==> src/rtl/mac_arb_pkg.sv <==
// Shared constants, state encodings and result-tag layout for the
// two-requester multiply-add arbiter.
package mac_arb_pkg;
  localparam int W   = 32;
  localparam int LAT = 2;

  localparam logic [1:0] IDLE   = 2'd0;
  localparam logic [1:0] BURST0 = 2'd1;
  localparam logic [1:0] BURST1 = 2'd2;

  localparam int TAG_W    = 3;
  localparam int TAG_V    = 2;
  localparam int TAG_ID   = 1;
  localparam int TAG_LAST = 0;

  typedef struct packed {
    logic v;
    logic id;
    logic last;
  } tag_t;
endpackage

==> src/rtl/mac2_pipe.sv <==
// Two-stage dual multiply-add: c = a1*b1 + a2*b2 (mod 2^DW).
// Free-running with no reset; idle cycles simply carry zero operands.
module mac2_pipe
  import mac_arb_pkg::*;
#(
  parameter int DW = W
) (
  input  logic          clk,
  input  logic [DW-1:0] a1,
  input  logic [DW-1:0] a2,
  input  logic [DW-1:0] b1,
  input  logic [DW-1:0] b2,
  output logic [DW-1:0] c
);
  logic [DW-1:0] p1, p2;

  always_ff @(posedge clk) begin
    p1 <= a1 * b1;
    p2 <= a2 * b2;
    c  <= p1 + p2;
  end
endmodule

==> src/rtl/mac_arbiter.sv <==
// Burst-granting round-robin arbiter in front of a shared mac2_pipe; a tag
// shift register tracks issued beats so results come back labelled.
module mac_arbiter
  import mac_arb_pkg::*;
(
  input  logic         clk,
  input  logic         reset,
  input  logic         req0_valid,
  input  logic         req0_last,
  input  logic [W-1:0] req0_a1,
  input  logic [W-1:0] req0_a2,
  input  logic [W-1:0] req0_b1,
  input  logic [W-1:0] req0_b2,
  output logic         req0_ready,
  input  logic         req1_valid,
  input  logic         req1_last,
  input  logic [W-1:0] req1_a1,
  input  logic [W-1:0] req1_a2,
  input  logic [W-1:0] req1_b1,
  input  logic [W-1:0] req1_b2,
  output logic         req1_ready,
  output logic         res_valid,
  output logic         res_id,
  output logic         res_last,
  output logic [W-1:0] res_data,
  output logic         busy
);
  logic [1:0]     state, state_nxt;
  logic           rr_last;
  logic           gnt0, gnt1, xfer, xid, xlast;
  logic [W-1:0]   a1, a2, b1, b2;
  tag_t           issue_tag;
  tag_t [LAT:1]   tag_pipe;

  // Owner of a burst keeps the grant even while its valid is low.
  always_comb begin
    gnt0 = 1'b0;
    gnt1 = 1'b0;
    case (state)
      BURST0:  gnt0 = 1'b1;
      BURST1:  gnt1 = 1'b1;
      default: begin
        if (req0_valid && req1_valid) begin
          gnt0 = rr_last;
          gnt1 = !rr_last;
        end else begin
          gnt0 = req0_valid;
          gnt1 = req1_valid;
        end
      end
    endcase
  end

  assign req0_ready = gnt0;
  assign req1_ready = gnt1;
  assign xfer  = (req0_valid && gnt0) || (req1_valid && gnt1);
  assign xid   = req1_valid && gnt1;
  assign xlast = xid ? req1_last : req0_last;

  always_comb begin
    a1 = '0;
    a2 = '0;
    b1 = '0;
    b2 = '0;
    if (xfer) begin
      a1 = xid ? req1_a1 : req0_a1;
      a2 = xid ? req1_a2 : req0_a2;
      b1 = xid ? req1_b1 : req0_b1;
      b2 = xid ? req1_b2 : req0_b2;
    end
  end

  always_comb begin
    state_nxt = state;
    if (xfer) begin
      case (state)
        IDLE:    if (!xlast) state_nxt = xid ? BURST1 : BURST0;
        default: if (xlast) state_nxt = IDLE;
      endcase
    end
  end

  assign issue_tag = '{v: xfer, id: xid, last: xlast};

  always_ff @(posedge clk) begin
    if (reset) begin
      state    <= IDLE;
      rr_last  <= 1'b1;
      tag_pipe <= '0;
    end else begin
      state <= state_nxt;
      if (xfer) rr_last <= xid;
      tag_pipe[1] <= issue_tag;
      for (int i = 2; i <= LAT; i++) tag_pipe[i] <= tag_pipe[i-1];
    end
  end

  mac2_pipe #(.DW(W)) u_mac (
    .clk (clk),
    .a1  (a1),
    .a2  (a2),
    .b1  (b1),
    .b2  (b2),
    .c   (res_data)
  );

  assign res_valid = tag_pipe[LAT].v;
  assign res_id    = tag_pipe[LAT].id;
  assign res_last  = tag_pipe[LAT].last;

  always_comb begin
    busy = (state != IDLE);
    for (int i = 1; i <= LAT; i++) busy = busy | tag_pipe[i].v;
  end
endmodule

==> config.mk <==
export PLATFORM = sky130hd
export DESIGN_NAME = mac_arbiter
export DESIGN_NICKNAME = d
export VERILOG_FILES = /design/src/rtl/mac_arb_pkg.sv /design/src/rtl/mac2_pipe.sv /design/src/rtl/mac_arbiter.sv
export SDC_FILE = /design/constraint.sdc
export NUM_CORES = 2
export LEC_CHECK = 0
export BUFFER_PORTS_ARGS = -buffer_cell sky130_fd_sc_hd__buf_2
export CAP_MARGIN = 5
export CORE_UTILIZATION = 50
export DETAILED_ROUTE_END_ITERATION = 6
export PLACE_DENSITY = 0.77
export SYNTH_ARGS = -nofsm -noshare
export SYNTH_HDL_FRONTEND = slang
export SYNTH_SLANG_ARGS = --single-unit
export TNS_END_PERCENT = 30
==> constraint.sdc <==
create_clock -name clk -period 31.2 [get_ports clk]
set_input_delay 6.24 -clock clk [delete_from_list [all_inputs] [get_ports clk]]
set_output_delay 6.24 -clock clk [all_outputs]
set_load 0.02 [all_outputs]
==> reports/qor.yml <==
n_antenna_cell: 0
clock_skew_ns: 0.0140
grt_overflow_total: 0
ys.flop_type: "dfxtp_1"
avgRoutedWirePerCell_microns: 21.8
routabilityCongestion: 1.04
grt_pass1_vias: 32700
cts_made_buffers: 9
path_delay_family: "adder cells"
numClockSinks: 105
fp.dieH_microns: 275
relSlewSlack_pct: 25.8
crit_type: "in2reg"
status: "finished, violations left"
violations: "DRC"
routed_wl_microns: 123000
seq_area_sq_um: 2100
rows: 99
dieArea_sq_um: 75400
drive_gt1_share_pct: 9.40
r2r_start: "state[1]"
cp_num_buf_inv: 7
worstPathArrival_ns: 15.88
nNetsFinal: 6022
seq_area_frac_synth_pct: 5.66
min_period_ns: 15.65
cp_common_cell: "fa_1"
fmax_mhz: 63.9
antenna_found_initial: 5
grt_max_degree: 134
synthArstFlopShare_pct: 0
maxSlewViolCount: 0
ctsResizeCount: 0
start_kind: "input pin"
finalHoldViolCount: 0
post_synth.cell_area_avg_sq_um: 8.43
syn_area_sq_um: 37200
clk_latency_ns: 0.35
worst_pin_slew_ns: 1.08
dr.pass1.iters: 7
ys_ff_latch: 105
synth-edff-count: 0
drtIter0Drc: 3000
cts.clk_slew.worst_paths_ns: 0.08
min_from: "tag_pipe[0]"
ys_warn_count: 0
end_kind: "flop"
portBuffers: 299
critPathMaxFanout: 133
multiInputGateArea_sq_um: 31500
vias: 31600
drc_errors: 12
synth.distinct_cells: 64
dp_hpwl_microns: 105000
dp_slack_ns: 15.42
fin_ws_ns: 15.55
cp-startpoint: "req1_valid"
cts_root_buf: "clkbuf_16"
rsz0062_at_grt: "no"
cts_htree_levels: 3
cts_tree: "yes"
postSynthCellCount: 4410
top_level_ports: 300
ant_nets: 0
syn-num-nets: 5769
fill_cells: 6591
initial_utilization_pct: 50.8
core_sq_um: 73200
grt_use_total_pct: 33.6
slowest_delay_ns: 0.64
area.growth.synth_to_final_pct: 8.11
hold_buffers: 0
cp.required_ns: 31.43
cts_setup_buffers: 0
setup_viol: 0
die_w_microns: 275
viasPerCell: 5.61
slowest_stage: "mux2i_1"
max_cap_viol_count: 0
grt_pass1_wl_microns: 190000
hold_class: "reg2reg"
finalCritPeriodShare_pct: 50.2
clockBufferDepth: 2
timing.setup.tns_ns: 0
==> logic make-up (layout without fill, tap and decap cells) <==
logic type | Yosys count | after routing | synth area share, %
xor gates and xnor gates | 246 | 246 | 5.83
buffers and inverters | 955 | 1213 | 9.83
adders and majority gates | 1097 | 1097 | 53.4
and+or+nand+nor | 1647 | 1647 | 17.7
DFF | 105 | 105 | 5.66
AOI/OAI and AO/OA | 235 | 235 | 4.18
muxes | 125 | 125 | 3.38
==> state kept, by name (all words and copies together), names as in the netlist <==
| name | count |
|---|---|
| res_id | 1 |
| res_last | 1 |
| state | 2 |
| res_valid | 1 |
| u_mac.c | 32 |
| rr_last | 1 |
| u_mac.p2 | 32 |
| u_mac.p1 | 32 |
| tag_pipe | 3 |
==> layout make-up <==
class,count,share of cell area (%)
clock buffers,10,0.570
clock inverters,6,0.206
inverters,835,7.80
multi-input cells,3350,78.3
flip-flops and latches,105,5.23
well taps,959,2.99
repair buffers,362,4.93
==> cells in the mapped netlist (all sizes together), types with 2 or more instances <==
master   instances  area share [%]
a2111oi          4            0.11
a211o            4           0.094
a211oi           7            0.14
a21boi           2           0.040
a21o            49            0.99
a21oi           75             1.0
a31o             2           0.047
a31oi            5           0.084
a41oi            4            0.11
and2             8            0.13
and3             2           0.034
and4             3           0.071
buf             33            0.52
clkbuf          87            0.88
dfxtp          105             5.7
fa             817              44
ha             280             9.4
inv            835             8.4
mux2i          124             3.3
nand2          829             8.4
nand2b           6            0.10
nand3           20            0.27
nand4           12            0.20
nand4b           2           0.047
nor2           644             6.5
nor2b           11            0.19
nor3            37            0.50
nor3b            2           0.040
o211ai           5            0.10
o21a            14            0.28
o21ai           36            0.50
o21bai          13            0.29
o31ai            4           0.094
o41ai            2           0.047
or2             43            0.72
or3             26            0.44
xnor2          198             4.7
xor2            47             1.1
==> worst reg2reg max path: cells and delay by family (launching register included) <==
kind	cells	cell delay [ns]
simple gates	6	1.16
buf+inv	8	1.52
compound gates	8	1.97
flops	1	0.41
xor+xnor	1	0.08
fa+ha+maj	10	4.78
mux	1	0.77
==> cells in the final DEF (no fill, tap or decap), types with 14 or more instances in the layout <==
master	netlist	final
buf_2	15	299
dfxtp_1	105	105
xnor2_1	198	198
nand3_1	20	20
xor2_1	47	47
a21o_1	49	49
a21oi_1	75	75
nand2_1	829	828
o21a_1	14	14
buf_4	11	62
or3_1	26	26
nor3_1	37	37
fa_1	817	817
mux2i_1	124	119
ha_1	280	280
or2_2	41	41
o21ai_0	31	31
nor2_1	642	642
inv_1	834	834
==> worst paths after layout <==
| kind | end | slack (ns) | cells after the start |
|---|---|---|---|
| hold / removal | res_last | 0.46 | 1 |
| setup / recovery | u_mac.p2[31] | 15.55 | 32 |
| hold reg to reg | res_last | 0.46 | 1 |
| setup reg to reg | u_mac.p2[31] | 20.38 | 34 |
==> metrics by stage <==
step                cells  hold slack [ns]  util, %  area, sq um
global placement     5611            0.428     54.5        39900
floorplan            4410            0.414        -        37200
CTS                  5627            0.460     54.9        40200
detailed placement   5611            0.448     54.5        39900
global route         5627            0.474     54.9        40200
finish               5627            0.458     54.9        40200
==> layer usage <==
metal  global-route usage [%]  share of wire (%)  vias up
met5                        0              0.011        -
met4                     15.2                5.7        2
met3                     10.1                 13      422
met2                     50.5                 43     1998
met1                     44.6                 39    15500
li1                         -                  -    13700
Power is left out: the tool's default activity adds up to more than one toggle a clock period on the data nets, which glitch-free logic cannot reach.
